$ cat config.mk
export PLATFORM = sky130hd
export DESIGN_NAME = maze_grid_renderer
export DESIGN_NICKNAME = d
export VERILOG_FILES = /design/src/rtl/maze_pkg.sv /design/src/rtl/maze_clear_seq.sv /design/src/rtl/maze_grid_renderer.sv
export SDC_FILE = /design/constraint.sdc
export NUM_CORES = 1
export LEC_CHECK = 0
export ABC_AREA = 1
export CORE_ASPECT_RATIO = 1.75
export CORE_MARGIN = 3
export CORE_UTILIZATION = 42
export CTS_CLUSTER_SIZE = 30
export DETAILED_ROUTE_END_ITERATION = 8
export MAX_ROUTING_LAYER = met4
export PLACE_DENSITY_LB_ADDON = 0.3
export SLEW_MARGIN = 20
export SYNTH_ARGS = -nofsm -noshare
export SYNTH_HDL_FRONTEND = slang
export SYNTH_HIERARCHICAL = 1
export SYNTH_SLANG_ARGS = --single-unit
export TNS_END_PERCENT = 100
$ cat constraint.sdc
create_clock -name CLOCK_50 -period 2.5 [get_ports CLOCK_50]
set_input_delay 0.5 -clock CLOCK_50 [delete_from_list [all_inputs] [get_ports CLOCK_50]]
set_output_delay 0.5 -clock CLOCK_50 [all_outputs]
set_load 0.02 [all_outputs]
$ cat src/rtl/maze_pkg.sv
// Shared definitions for the maze map renderer: RGB332 colour constants,
// the cell-code palette and the bulk-clear FSM state encoding.
// Optional cursor highlight is enabled by defining MAZE_CURSOR_HIGHLIGHT_EN.
package maze_pkg;

    // RGB332 colours: {r[2:0], g[2:0], b[1:0]}
    localparam logic [7:0] BLACK  = 8'h00;
    localparam logic [7:0] GRAY   = 8'h92;
    localparam logic [7:0] WALL   = 8'h49;
    localparam logic [7:0] RED    = 8'hE0;
    localparam logic [7:0] GREEN  = 8'h1C;
    localparam logic [7:0] BLUE   = 8'h03;
    localparam logic [7:0] WHITE  = 8'hFF;
    localparam logic [7:0] PURPLE = 8'hE3;

    // Colour for each cell code; entry 0 is the cleared/empty cell
    localparam logic [7:0] PALETTE [8] = '{
        BLACK, WHITE, RED, GREEN, BLUE, PURPLE, 8'hFC, 8'h1F
    };

    typedef enum logic {
        CLR_IDLE  = 1'b0,
        CLR_CLEAR = 1'b1
    } clr_state_t;

endpackage

$ cat src/rtl/maze_clear_seq.sv
// Bulk-clear sequencer: sweeps every cell index once, zeroing one cell per cycle.
// Takes NUM_CELLS cycles after clr_req; busy drops the cycle after the last cell.
// Holds wr_ready low while sweeping so writes are refused (not counted as errors).
module maze_clear_seq
    import maze_pkg::*;
#(
    parameter int NUM_CELLS = 20,
    parameter int IDX_W     = 5
) (
    input  logic             CLOCK_50,
    input  logic             reset,
    input  logic             clr_req,
    output logic             clr_busy,
    output logic             wr_ready,
    output logic             clr_we,
    output logic [IDX_W-1:0] clr_idx
);

    clr_state_t       state, state_next;
    logic [IDX_W-1:0] idx_next;

    // State and sweep index registers
    always_ff @(posedge CLOCK_50) begin
        if (reset) begin
            state   <= CLR_IDLE;
            clr_idx <= '0;
        end else begin
            state   <= state_next;
            clr_idx <= idx_next;
        end
    end

    // Next state: start on request from idle, leave after the last index is swept
    always_comb begin
        state_next = state;
        idx_next   = clr_idx;
        case (state)
            CLR_IDLE: begin
                idx_next = '0;
                if (clr_req) begin
                    state_next = CLR_CLEAR;
                end
            end
            CLR_CLEAR: begin
                if (int'(clr_idx) == NUM_CELLS - 1) begin
                    state_next = CLR_IDLE;
                    idx_next   = '0;
                end else begin
                    idx_next = clr_idx + IDX_W'(1);
                end
            end
            default: begin
                state_next = CLR_IDLE;
                idx_next   = '0;
            end
        endcase
    end

    // Outputs: busy while sweeping, write port closed for the same period
    always_comb begin
        clr_busy = (state == CLR_CLEAR);
        clr_we   = clr_busy;
        wr_ready = !clr_busy;
    end

endmodule

$ cat src/rtl/maze_grid_renderer.sv
// Maze cell store with valid/ready write port and a 2-stage pixel colouriser.
// pixel_color is exactly 2 cycles behind pix_x/pix_y regardless of writes.
// wr_ready is low only during a bulk clear; optional MAZE_CURSOR_HIGHLIGHT_EN.
module maze_grid_renderer
    import maze_pkg::*;
#(
    parameter int GRID_COLS       = 5,
    parameter int GRID_ROWS       = 4,
    parameter int CELL_PX         = 120,
    parameter int STATE_W         = 3,
    parameter int COORD_W         = 10,
    parameter bit LINE_EN_DEFAULT = 1'b1
) (
    input  logic               CLOCK_50,
    input  logic               reset,
    input  logic [COORD_W-1:0] pix_x,
    input  logic [COORD_W-1:0] pix_y,
    output logic [7:0]         pixel_color,
    input  logic               wr_valid,
    output logic               wr_ready,
    input  logic [2:0]         wr_col,
    input  logic [1:0]         wr_row,
    input  logic [STATE_W-1:0] wr_value,
    input  logic               clr_req,
    output logic               clr_busy,
    output logic [7:0]         err_cnt
`ifdef MAZE_CURSOR_HIGHLIGHT_EN
    ,
    input  logic [2:0]         cur_col,
    input  logic [1:0]         cur_row
`endif
);

    localparam int NUM_CELLS = GRID_COLS * GRID_ROWS;
    localparam int IDX_W     = $clog2(NUM_CELLS);

    logic [STATE_W-1:0] cells [GRID_ROWS][GRID_COLS];

    logic             clr_we;
    logic [IDX_W-1:0] clr_idx;

    maze_clear_seq #(
        .NUM_CELLS (NUM_CELLS),
        .IDX_W     (IDX_W)
    ) u_clear_seq (
        .CLOCK_50 (CLOCK_50),
        .reset    (reset),
        .clr_req  (clr_req),
        .clr_busy (clr_busy),
        .wr_ready (wr_ready),
        .clr_we   (clr_we),
        .clr_idx  (clr_idx)
    );

    logic wr_fire, wr_in_range;
    assign wr_fire     = wr_valid && wr_ready;
    assign wr_in_range = (int'(wr_col) < GRID_COLS) && (int'(wr_row) < GRID_ROWS);

    // Cell array: sweep zeroing and accepted in-range writes (never coincide)
    always_ff @(posedge CLOCK_50) begin
        for (int r = 0; r < GRID_ROWS; r++) begin
            for (int c = 0; c < GRID_COLS; c++) begin
                if (reset) begin
                    cells[r][c] <= '0;
                end else if (clr_we && int'(clr_idx) == r * GRID_COLS + c) begin
                    cells[r][c] <= '0;
                end else if (wr_fire && wr_in_range &&
                             int'(wr_row) == r && int'(wr_col) == c) begin
                    cells[r][c] <= wr_value;
                end
            end
        end
    end

    // Saturating count of accepted writes that fell outside the grid
    always_ff @(posedge CLOCK_50) begin
        if (reset) begin
            err_cnt <= '0;
        end else if (wr_fire && !wr_in_range && err_cnt != 8'hFF) begin
            err_cnt <= err_cnt + 8'd1;
        end
    end

    // Stage 1 combinational decode of the pixel coordinate
    logic [COORD_W-1:0] x_cell, y_cell;
    logic               in_grid, on_edge;
    assign x_cell  = pix_x / COORD_W'(CELL_PX);
    assign y_cell  = pix_y / COORD_W'(CELL_PX);
    assign in_grid = (x_cell < COORD_W'(GRID_COLS)) && (y_cell < COORD_W'(GRID_ROWS));
    assign on_edge = ((pix_x % COORD_W'(CELL_PX)) == '0) ||
                     ((pix_y % COORD_W'(CELL_PX)) == '0);

    logic [2:0] s1_col;
    logic [1:0] s1_row;
    logic       s1_in_grid, s1_on_edge, s1_cur_hit;

`ifdef MAZE_CURSOR_HIGHLIGHT_EN
    logic cur_hit;
    assign cur_hit = (int'(cur_col) < GRID_COLS) && (int'(cur_row) < GRID_ROWS) &&
                     (COORD_W'(cur_col) == x_cell) && (COORD_W'(cur_row) == y_cell);
`else
    logic cur_hit;
    assign cur_hit = 1'b0;
`endif

    // Stage 1 registers: cell coordinates, region flags and cursor match
    always_ff @(posedge CLOCK_50) begin
        if (reset) begin
            s1_col     <= '0;
            s1_row     <= '0;
            s1_in_grid <= 1'b0;
            s1_on_edge <= 1'b0;
            s1_cur_hit <= 1'b0;
        end else begin
            s1_col     <= x_cell[2:0];
            s1_row     <= y_cell[1:0];
            s1_in_grid <= in_grid;
            s1_on_edge <= on_edge;
            s1_cur_hit <= cur_hit;
        end
    end

    // Cell read happens against the pre-edge array, so a same-cycle write shows next cycle
    logic [STATE_W-1:0] s1_cell;
    logic [7:0]         s1_pal;
    assign s1_cell = cells[s1_row][s1_col];
    assign s1_pal  = PALETTE[s1_cell];

    // Stage 2: pick outside/grid-line/cell colour, inverting a highlighted cell
    always_ff @(posedge CLOCK_50) begin
        if (reset) begin
            pixel_color <= BLACK;
        end else if (!s1_in_grid) begin
            pixel_color <= GRAY;
        end else if (s1_on_edge && LINE_EN_DEFAULT) begin
            pixel_color <= WALL;
        end else if (s1_cur_hit && !s1_on_edge) begin
            pixel_color <= ~s1_pal;
        end else begin
            pixel_color <= s1_pal;
        end
    end

endmodule
# Word-level counts from Yosys, hierarchy flattened
# Memories as Yosys holds them, arrays and structs flattened. A register that Yosys moved wholly into a read port is not among the register bits.
# Cells that the tools add are included.
[word_totals] reg_bits=27 mem_bits_rw=60 romBits=64 inputBits=32 out_inout_bits=18 wordCells=347 n_memories=2
[mem_list] name="(no name shown)" words=8 width=8 read_ports=1 rd_clocked_by_memory_dff=0 write_ports=0 line_no="maze_grid_renderer.sv:127" source="assign s1_pal = PALETTE[s1_cell];"
[mem_list] name="cells" words=4 width=15 read_ports=1 rd_clocked_by_memory_dff=1 write_ports=4 line_no="maze_grid_renderer.sv:37" source="logic [STATE_W-1:0] cells [GRID_ROWS][GRID_COLS];"
[classes] addsub=2 div_mod_pow=4 magnitude_cmp=5 eq_ne=27 n_mux=195 bitwise_logic=44 reduce_logical=59
[op_table] op="$mux W1" n=144
[op_table] op="$mux W3" n=42
[op_table] op="$eq A5 B5 Y1 const B" n=12
[op_table] op="$logic_and A1 B1 Y1" n=49
[op_table] op="$or A1 B1 Y1" n=40
[op_table] op="$mux W8" n=4
[op_table] op="$div A10 B7 Y10 const B" n=2
[op_table] op="$eq A5 B4 Y1 const B" n=4
[op_table] op="$logic_not A10 Y1" n=2
[op_table] op="$lt A10 B3 Y1 const B" n=2
[op_table] op="$mod A10 B7 Y10 const B" n=2
[op_table] op="$eq A5 B3 Y1 const B" n=2
[op_table] op="$pmux W5 S2" n=1
[op_table] op="$bmux W3 S3" n=1
[op_table] op="$eq A3 B3 Y1 const B" n=3
[op_table] op="$add A8 B1 Y8 const B" n=1
[op_table] op="$ge A4 B4 Y1 const B" n=2
[op_table] op="$ne A8 B8 Y1 const B" n=1
[op_table] op="$not A3 Y4" n=2
[op_table] op="$add A5 B1 Y5 const B" n=1
[op_table] op="$eq A5 B2 Y1 const B" n=1
[op_table] op="$logic_not A5 Y1" n=1
[op_table] op="$mux W5" n=1
[op_table] op="$eq A2 B2 Y1 const B" n=2
[op_table] op="other kinds (12)" n=14

# Longest topological paths before layout
[logic_depth] word_depth=10 ltp_mapped=16

# By module
# The synthesis kept the hierarchy.
[modules_own_cells] module="maze_grid_renderer" instances=1 cells_each=615 area_each_um2=4677.0 seq_area_each_um2=2262.2
[modules_own_cells] module="maze_clear_seq" instances=1 cells_each=37 area_each_um2=274.0 seq_area_each_um2=120.1

# Least setup slack after synthesis
# OpenSTA, ideal clock, no wires.
[synth_path] path_kind="input port to flip-flop" start="in wr_col[1]" end="mem cells[1][0] in the netlist's numbering, enable pin" setup_ps=344 arrival_ps=1636 required_time_ps=2156 slack_ps=520 stages=7 path_buffers=0 path_cell_list="nor2_1 > inv_2 > a21oi_1 > inv_1 > nor3_1 > inv_1 > o21ai_0"
[synth_rtl] item="start, declared" line_no="maze_grid_renderer.sv:21" source="input logic [2:0] wr_col,"
[synth_rtl] item="end, declared" line_no="maze_grid_renderer.sv:37"

==> key figures <==
Global route
  – Vias in the first global route: ~4.6k
  – GRT Total Usage: between 20% and 30%
  – Largest net degree at the start of global routing: 31
  – Total gr overflow: 0
  – Global-route wire length before repair: approximately 21 mm
  – Initial antenna violation count: 0

Worst hold path
  – Worst hold path type: flip-flop to flip-flop

Place
  – Number of port buffers: 49
  – Detail Placement HPWL: 9.82 mm
  – Post-Place Cells: around 840
  – GPL Wtd Cong: approximately 1

Timing
  – Final setup violation count: 0
  – Slew @ Worst Pin: between 0.4 and 0.5 ns
  – Period utilisation layout: roughly 89%
  – Slew headroom: 69.1%
  – Min Tclk post-route: roughly 2.2 ns
  – RSZ-0062 raised after global routing: false
  – Final hold vios: 0
  – Clock skew: between 0.009 and 0.01 ns
  – Fmax: approximately 450 MHz
  – TNS Setup: 0 ns
  – Final Max Tran Viols: 0

Logic synthesis
  – Top-area cell type share of the netlist area: between 30% and 40%
  – Top_reg_cell synth: edfxtp_1
  – Asr flop ratio synth: 0%
  – #FFs+latches synth: just under 90
  – Yosys Warn Count: 6
  – Post-Syn Nets: approximately 700
  – Number of enable flip-flop cells after synthesis: 60
  – Mapped Cells: around 650
  – Sequential-to-total area share from yosys stat: 48.1%
  – Commonest cells in the synthesized netlist: nor2_1 (137), nand2_1 (129), inv_1 (81)
  – Synth area leaders: edfxtp_1 (36%), dfxtp_1 (12%), nor2_1 (10%)
  – Mapped cell area: approximately 0.0050 sq mm
  – Cell taking the most area after synthesis: edfxtp_1
  – Avg Inst Size Synth: approximately 7.6 sq um
  – Synth unique cells: 34
  – Most frequent cell after synthesis: nor2_1

Detailed routing
  – Antenna-violating nets left: 0
  – Post-route DRC: 0
  – Drt wl/cell: around 15 um
  – Via-to-Cell Ratio: 5.38
  – Iter 0 DRT Violations: 341
  – Drt total wl: roughly 13 mm
  – TritonRoute pass-1 iters: 6
  – Via Count: ~4.6k

Die
  – Die Ht: about 150 um
  – Core area: roughly 0.011 sq mm
  – Boundary Pins: 50
  – Row count: 51
  – Initial Util: a little over two fifths
  – Die Wd: 88.1 um
  – Die ar.: 0.0132 sq mm

Clocking
  – CTS Buffer Depth: 2
  – Clock Pin Slew Worst Setup and Hold Paths: ~0.060 ns
  – CTS tree: done
  – CTS sink cnt: 89
  – Setup Buffers After CTS: 0
  – H-tree depth: 3
  – Hold buffers post-CTS: 0
  – Skew-Pair Late Insertion Delay: 0.34 ns
  – TritonCTS Buffers: 9
  – Resized Gates After CTS: 0
  – Clock Tree Root: clkbuf_16

Final layout
  – Share of cells above drive strength 1: between 10% and 20%
  – Area Overhead vs Synth: 20.8%
  – Cell Count, Final, Fillers Out: approximately 850
  – Filler cells: 1039
  – Area occupied by registers: between 0.002 and 0.0025 sq mm
  – N_diodes: 0
  – Multi-input logic area: 0.00216 sq mm
  – Fin nets: roughly 750

Power and ir drop
  – Clk pwr share: ~36%
  – Cell Pwr Density: about 590 mW/mm^2
  – Switching Share: 27.1%
  – Combinational power share: between 10% and 20%
  – Peak supply drop: between 300 and 400 uV
  – Leakage: 2.61 nW
  – Sequential Power Share: roughly 47%
  – NetSw: 957 uW
  – Internal power: approximately 2.6 mW

Worst setup path
  – Worst path arrival time: between 2 and 2.5 ns
  – CP Class: flip-flop to flip-flop
  – Worst EP required: approximately 2.8 ns
  – Crit start category: flip-flop
  – CP endpoint kind: flip-flop
  – Critical path fanouts, max: 18

Run
  – Max Cap Viol: 0

Outcome
  – Result of the run: finished, final reports clean
[critical path: stages, from the launching register on]
cell      delay, ns
dfxtp_1        0.42
buf_4          0.26
nor2_1         0.07
nor2_1         0.14
o21ai_0        0.13
o211ai_1       0.13
nand3_1        0.17
nand3_1        0.14
a21oi_2        0.09
inv_1          0.06
ha_1           0.14
nand3_1        0.07
o21ai_1        0.11
nand2_1        0.09
a21oi_1        0.13
[per-layer routing]
layer  track usage (%)  vias up  wire (um)  share of wire (%)
met5                 -        -          0                  0
met4              8.62        0        262                2.1
met3              2.42       23        500                3.9
met2              40.2      156       7280                 57
met1              20.8     2147       4690                 37
li1                  -     2256          -                  -
[layout make-up]
type,count,area share (%)
sequential,89,39.8
multi-input combinational,457,36.1
timing repair buffer,70,11.0
inverter,88,5.56
clock buffer,11,4.25
tap,132,2.76
clock inverter,5,0.502
[state kept, by name, summed over array words and instances, names as in the netlist, named ones only]
| register | flops |
|---|---|
| s1_in_grid | 1 |
| pixel_color | 8 |
| s1_on_edge | 1 |
| u_clear_seq/clr_busy | 1 |
| err_cnt | 8 |
| u_clear_seq/clr_idx | 5 |
| cells | 60 |
| s1_col | 3 |
[metrics by stage]
stage                     cell area, sq um  hold WS [ns]  utilization [%]  power [mW]  setup WS [ns]
after floorplan                       4950         0.441                -        2.06          0.520
after global placement                5700         0.465             50.4        2.26         0.0385
after detailed placement              5700         0.473             50.4        2.28         0.0107
after CTS                             5980         0.487             53.0        3.54          0.264
after global routing                  5980         0.518             53.0        3.69         0.0274
final                                 5980         0.482             53.0        3.53          0.282
[kinds of logic (layout without fill, tap and decap cells)]
group                    count (synthesis)  in the layout  share of synthesized area, %
XOR/XNOR                                 1              1                         0.177
adder cells (fa/ha/maj)                  4              4                          1.01
AND/OR/NAND/NOR                        357            357                          31.0
AO/OA/AOI/OAI                           95             95                          11.4
flip-flops                              89             89                          48.1
buffers and inverters                  106            174                          8.29
[placed cells by master, fill, tap and decap left out, types with 2 or more instances in the layout]
master,instances
nor2_1,137
nand2_1,129
inv_1,81
edfxtp_1,60
nand3_1,51
clkdlybuf4s50_1,49
o21ai_0,45
dfxtp_1,29
buf_4,20
a21oi_1,14
nand2_2,13
clkbuf_16,10
o22ai_1,9
nor3_1,8
nand4_1,7
o211ai_1,6
o21ai_1,5
inv_2,5
a31oi_1,4
ha_1,4
nor2_2,3
clkinv_1,3
nand3_2,3
nor2_4,3
o21ai_2,3
a21oi_2,2
nor3_2,2
o31ai_1,2
a21oi_4,2
clkinv_4,2
[final timing paths]
check | startpoint | end | slack [ns] | cells past startpoint
min | err_cnt[7] | err_cnt[7] | 0.48 | 2
max reg2reg | flip-flop | pixel_color[1] | 0.28 | 14
min reg2reg | err_cnt[7] | err_cnt[7] | 0.48 | 2
max | flip-flop | pixel_color[1] | 0.28 | 14
[power groups by stage]
| stage | Combinational [mW] | Sequential [mW] | Clock, mW |
|---|---|---|---|
| detailed placement | 0.591 | 1.69 | 0 |
| CTS | 0.594 | 1.66 | 1.29 |
| global route | 0.665 | 1.67 | 1.36 |
| finish | 0.596 | 1.66 | 1.28 |
| floorplan | 0.361 | 1.70 | 0 |
| global placement | 0.572 | 1.69 | 0 |
Note: power is estimated with default switching activity, not from simulation.
==> patch 1, RTL diff (same settings) <==
The parameter `LINE_EN_DEFAULT` goes from 1'b1 to 1'b0.
--- a/src/rtl/maze_grid_renderer.sv
+++ b/src/rtl/maze_grid_renderer.sv
@@ -10,5 +10,5 @@
     parameter int STATE_W         = 3,
     parameter int COORD_W         = 10,
-    parameter bit LINE_EN_DEFAULT = 1'b1
+    parameter bit LINE_EN_DEFAULT = 1'b0
 ) (
     input  logic               CLOCK_50,
Check against the original RTL: not equivalent (a bounded check fails within 4 cycles, from zero or initial values and one cycle with reset high).
==> patch 1 against the original RTL <==
Core utilization decreased by 0.49 points. Cell area decreased by 2.0%. Sequential cell count decreased by 3. Synthesized area decreased by 3.1%. Fmax increased by 6.1%. Setup slack improved by 130 ps. Routed wire length decreased by 14%. Critical path depth decreased by 6. Power decreased by 3.1%. Final cell count increased by 0.35%.
==> patch 1: results (changes against the original RTL) <==
** Place
- DPL Wire Length :: 8600 µm (-12%)
- Number of port buffers :: 43 (-12%)
- Pre-CTS setup slack :: 27.2 ps (+16.5 ps)
- Placed Instance Area :: 5560 µm² (-2.3%)
- The final RePlAce weighted congestion came to 0.853 (-15%).

** Yosys
- Synth cell types :: 31 (-8.8%)
- Top cells by instance count after synthesis :: 193 x sky130_fd_sc_hd__nand2_1, 100 x sky130_fd_sc_hd__inv_1, 99 x sky130_fd_sc_hd__nor2_1, 67 x sky130_fd_sc_hd__nand3_1, 60 x sky130_fd_sc_hd__edfxtp_1
- The portion of the post-synthesis area used by sequential elements is 48.4% (+0.29 points).
- Average cell area after synthesis :: 7.38 µm² (-2.8%)
- Cell types with the largest area share after synthesis :: sky130_fd_sc_hd__edfxtp_1 38%, sky130_fd_sc_hd__nand2_1 15%, sky130_fd_sc_hd__dfxtp_1 11%
- The warning count from the yosys run is 6 (unchanged).
- The number of nets produced by synthesis was 686 (-0.29%).

** Worst setup path
- Among all stages on the critical path, the largest delay is contributed by sky130_fd_sc_hd__clkdlybuf4s50_1.
- R2r setup slk :: 420 ps (+140 ps)
- End point of the critical path :: cells[2][13]
- Worst Setup Start Kind :: input pin
- In this run the critical register-to-register path is captured at pixel_color[7].
- Highest net fanout along the worst path :: 5 (-13)

** Run status
- The run finished with clean final reports.

** Pwr
- Clock network fraction of design power :: 37.9% (+1.8 points)
- The combinational gate power came to 518 µW (-13%).
- Internal power summed over all cells :: 2.56 mW (-0.79%)
- The leakage power was 2.71 nW (+3.9%).
- The worst-case vdd ir drop is 0.360 mV (-1.8%).
- The power dissipated by switching net loads was 867 µW (-9.4%).

** Finish
- The largest registers in the layout are cells (60), err_cnt (8), pixel_color (6).
- The share of layout cells above drive strength 1 was 9.41% (-0.73 points).
- Net count of the finished layout :: 754 (+0.40%)

** STA
- The actual transition at the worst max-transition pin came to 410 ps (-50.6 ps).
- Time the worst path needs with I/O delays and setup :: 2090 ps (-127 ps)
- Maximum clock skew at final layout :: 5.85 ps (-3.43 ps)
- Hold_ws :: 509 ps (+26.8 ps)

** Drt
- The total wirelength of the detailed-routed design is 11000 µm (-14%).
- Met2 WL post-DR :: 6270 µm (-14%)
- The detailed-route vias per instance was 4.99 (-7.2%).
- The met1 routed wirelength after detailed routing is 4060 µm (-14%).
- Routed signal wires occupy layers up through met4.

** Worst hold path
- The path with the worst hold slack has its endpoint at pixel_color[7].
- Startpoint of the most critical hold path :: s1_in_grid
- Worst Hold Path Cells :: 1 (-1)

** Global routing
- The met3 global-route usage was 2.79% (+0.36 points).
- Vias in the first global route :: 4289 (-5.8%)
- The maximum number of pins on one net before global-route repair came to 25 (-19%).
- Wire length of the first global-routing pass :: 18500 µm (-11%)
- Met2 usage :: 34.8% (-5.4 points)
- Global router's overall resource usage :: 18.9% (-2.1 points)
- Met1 Usage GRT :: 19.1% (-1.7 points)

** Run
- The max-cap check violation count is 0 (unchanged).

** Clocking
- Post-cts gate resize count :: 0 (unchanged)
## patch 1: cell types whose count changed in the layout (fill, tap and decap cells not counted), sizes merged, moves of 5 or more
| cell | delta |
|---|---|
| o211ai | -6 |
| buf | +15 |
| nor2 | -44 |
| o22ai | -7 |
| clkinv | -5 |
| clkdlybuf4s50 | -6 |
| nand2 | +53 |
| o21ai | -36 |
| nand3 | +14 |
| inv | +19 |
## patch 1: logic make-up after synthesis
| logic type | share of synthesized area [%] |
|---|---|
| and+or+nand+nor | 34.5 |
| adders and majority gates | 1.04 |
| xor gates and xnor gates | 0.548 |
| AOI/OAI and AO/OA | 4.96 |
| DFF | 48.4 |
| buffers and inverters | 10.5 |
## patch 1: layout make-up
type,count,area [µm²]
clock buffer,14,285
tap,132,165
fill,1024,5310
inverter,105,394
multi-input combinational,437,1970
timing repair buffer,79,713
clock inverter,2,11.3
sequential,86,2320
==> patch 2, RTL diff (same flow settings) <==
Without the edit above. Register the output `err_cnt` once more, cleared by the reset; this adds one clock of latency there. The other outputs are not delayed to match.
--- a/src/rtl/maze_grid_renderer.sv
+++ b/src/rtl/maze_grid_renderer.sv
@@ -34,4 +34,6 @@
     localparam int NUM_CELLS = GRID_COLS * GRID_ROWS;
     localparam int IDX_W     = $clog2(NUM_CELLS);
+
+    logic [7:0] err_cnt_s0;
 
     logic [STATE_W-1:0] cells [GRID_ROWS][GRID_COLS];
@@ -76,7 +78,7 @@
     always_ff @(posedge CLOCK_50) begin
         if (reset) begin
-            err_cnt <= '0;
-        end else if (wr_fire && !wr_in_range && err_cnt != 8'hFF) begin
-            err_cnt <= err_cnt + 8'd1;
+            err_cnt_s0 <= '0;
+        end else if (wr_fire && !wr_in_range && err_cnt_s0 != 8'hFF) begin
+            err_cnt_s0 <= err_cnt_s0 + 8'd1;
         end
     end
@@ -142,3 +144,11 @@
     end
 
+    always_ff @(posedge CLOCK_50) begin
+        if (reset) begin
+            err_cnt <= '0;
+        end else begin
+            err_cnt <= err_cnt_s0;
+        end
+    end
+
 endmodule
Behaviour: not the same (a bounded check fails within 4 cycles, from zero or initial values and one cycle with reset high).
==> patch 2 against the original RTL <==
Global-route usage down 0.25 points. Core utilization up 0.37 points. Sequential share of layout area up 0.65 points. Power up 6.5%. Fmax down 0.39%. Sequential cell count up 8. Highest routed layer unchanged. Worst hold slack worse by 8.1 ps. Synthesized area up 3.7%. Count of clock-buffer cells in the layout down 1. Combinational power up 3.5%. Routed wire length up 0.38%. Cell area up 5.0%. Setup slack worse by 8.8 ps.
==> patch 2: results (changes against the original RTL) <==
** Pwr
- The leakage power came to 2.75 nW (+5.3%).
- The worst-case vdd ir drop came to 0.478 mV (+30%).

** Global routing
- The met2 track utilization from global routing came to 38.3% (-1.9 points).
- Antenna violations before repair :: 0 (unchanged)
- Met1 Usage GRT :: 21.4% (+0.57 points)
- The all-layer global routing usage was 20.8% (-0.25 points).
- Routing usage on met3 :: 3.14% (+0.71 points)
- Wire length of the first global-routing pass :: 21700 µm (+4.1%)

** Yosys
- Cell types with the largest area share after synthesis :: sky130_fd_sc_hd__edfxtp_1 35%, sky130_fd_sc_hd__dfxtp_1 14%, sky130_fd_sc_hd__nor2_1 10%
- Synth cell types :: 40 (+18%)
- The post-synthesis cell count came to 668 (+2.5%).
- Part of the Yosys area used for sequential elements :: 49.5% (+1.4 points)
- Top cells by instance count after synthesis :: 140 x sky130_fd_sc_hd__nor2_1, 125 x sky130_fd_sc_hd__nand2_1, 84 x sky130_fd_sc_hd__inv_1, 60 x sky130_fd_sc_hd__edfxtp_1, 49 x sky130_fd_sc_hd__nand3_1

** Worst setup path
- Largest stage delay, worst path :: 500 ps (+80 ps)
- Kind of cell adding the most delay to the critical path :: compound AO/OA/AOI/OAI gates
- The maximum fanout along the worst path came to 30 (+12).

** Clocking
- The latest clock arrival within the worst-skew pair is 340 ps (about the same).
- CTS root buffer :: sky130_fd_sc_hd__clkbuf_16

** Worst hold path
- Startpoint of the most critical hold path :: s1_in_grid

** Finish
- Max reg flops :: 60 (unchanged)
- The share of layout cells above drive strength 1 came to 11.0% (+0.87 points).
- The number of nets in the layout was 776 (+3.3%).
- The final standard cell count with taps included and fillers excluded was 907 (+6.5%).

** Place
- Number of placed instances, taps included :: 891 (+6.6%)
- The total half-perimeter wirelength after legalization and detailed placement was 9960 µm (+1.4%).

** STA
- The clock tree skew after final layout is 6.54 ps (-2.74 ps).
- Max-slew headroom at the worst pin :: 70.3% (+1.2 points)

** Drt
- Iteration-0 DRC Markers :: 363 (+6.5%)
- The via total after detailed routing came to 4652 (+1.5%).
- The total wirelength of the detailed-routed design came to 12800 µm (+0.38%).
- The iteration count of the initial detailed-routing pass was 5 (-1).

** Run status
- The flow ran to the end, and the final reports show no timing, DRC or antenna violations.
## patch 2: worst paths after layout
| path | end | slack, ps | cells after the start |
|---|---|---|---|
| hold reg to reg | pixel_color[1] | 470 | 1 |
| setup / recovery | pixel_color[0] | 270 | 12 |
| setup reg to reg | pixel_color[0] | 270 | 12 |
| hold / removal | pixel_color[1] | 470 | 1 |
## patch 2: logic make-up (layout without fill, tap and decap cells)
group	count (synthesis)	count (layout)	synth area share, %
and+or+nand+nor	353	353	29.2
buffers and inverters	115	192	8.60
AOI/OAI and AO/OA	98	98	11.6
DFF	97	97	49.5
adders and majority gates	4	4	0.974
xor gates and xnor gates	1	1	0.171
## patch 2: area by class of cell
class	count	area (µm²)
fill	1119	5490
sequential	97	2540
multi-input combinational	456	2150
timing repair buffer	80	727
inverter	96	365
clock buffer	10	229
tap	162	203
clock inverter	6	63.8
## patch 2: worst register-to-register path, delay by kind of cell (launching register included)
family | cells | cell delay [ps]
simple gates | 3 | 350
buf+inv | 3 | 300
fa+ha+maj | 1 | 200
compound gates | 5 | 770
flops | 1 | 500
## patch 2: power by group through the flow
stage               clock [mW]  sequential [mW]  combinational (mW)
floorplan                    0             1.83               0.376
global placement             0             1.82               0.595
detailed placement           0             1.83               0.615
CTS                       1.38             1.79               0.617
global route              1.43             1.80               0.691
finish                    1.36             1.79               0.617
## patch 2: per-stage QoR
step                      total power [mW]  hold WS (ps)  util (%)  instance area (µm²)  worst slack, ps
after global routing                  3.92           505      53.3                 6280             4.04
final                                 3.77           474      53.3                 6280              273
after global placement                2.42           453      50.8                 5980             54.6
after floorplan                       2.20           412         -                 5140              507
after detailed placement              2.44           460      50.8                 5980            -60.1
after CTS                             3.79           476      53.3                 6280              191
## patch 2: metal layers
metal,share of wire (%),wire length [µm],vias to the layer above
li1,-,-,2334
met1,37,4740,2167
met2,57,7340,128
met3,3.1,401,23
met4,2.3,293,0
met5,0,0,-
## patch 2: timing repair
| action | 4_1_cts | 5_1_grt |
|---|---|---|
| endpoints found under the setup margin | 0 | 1 |
| gates resized for setup | 0 | 3 |
| hold buffers | 0 | 0 |
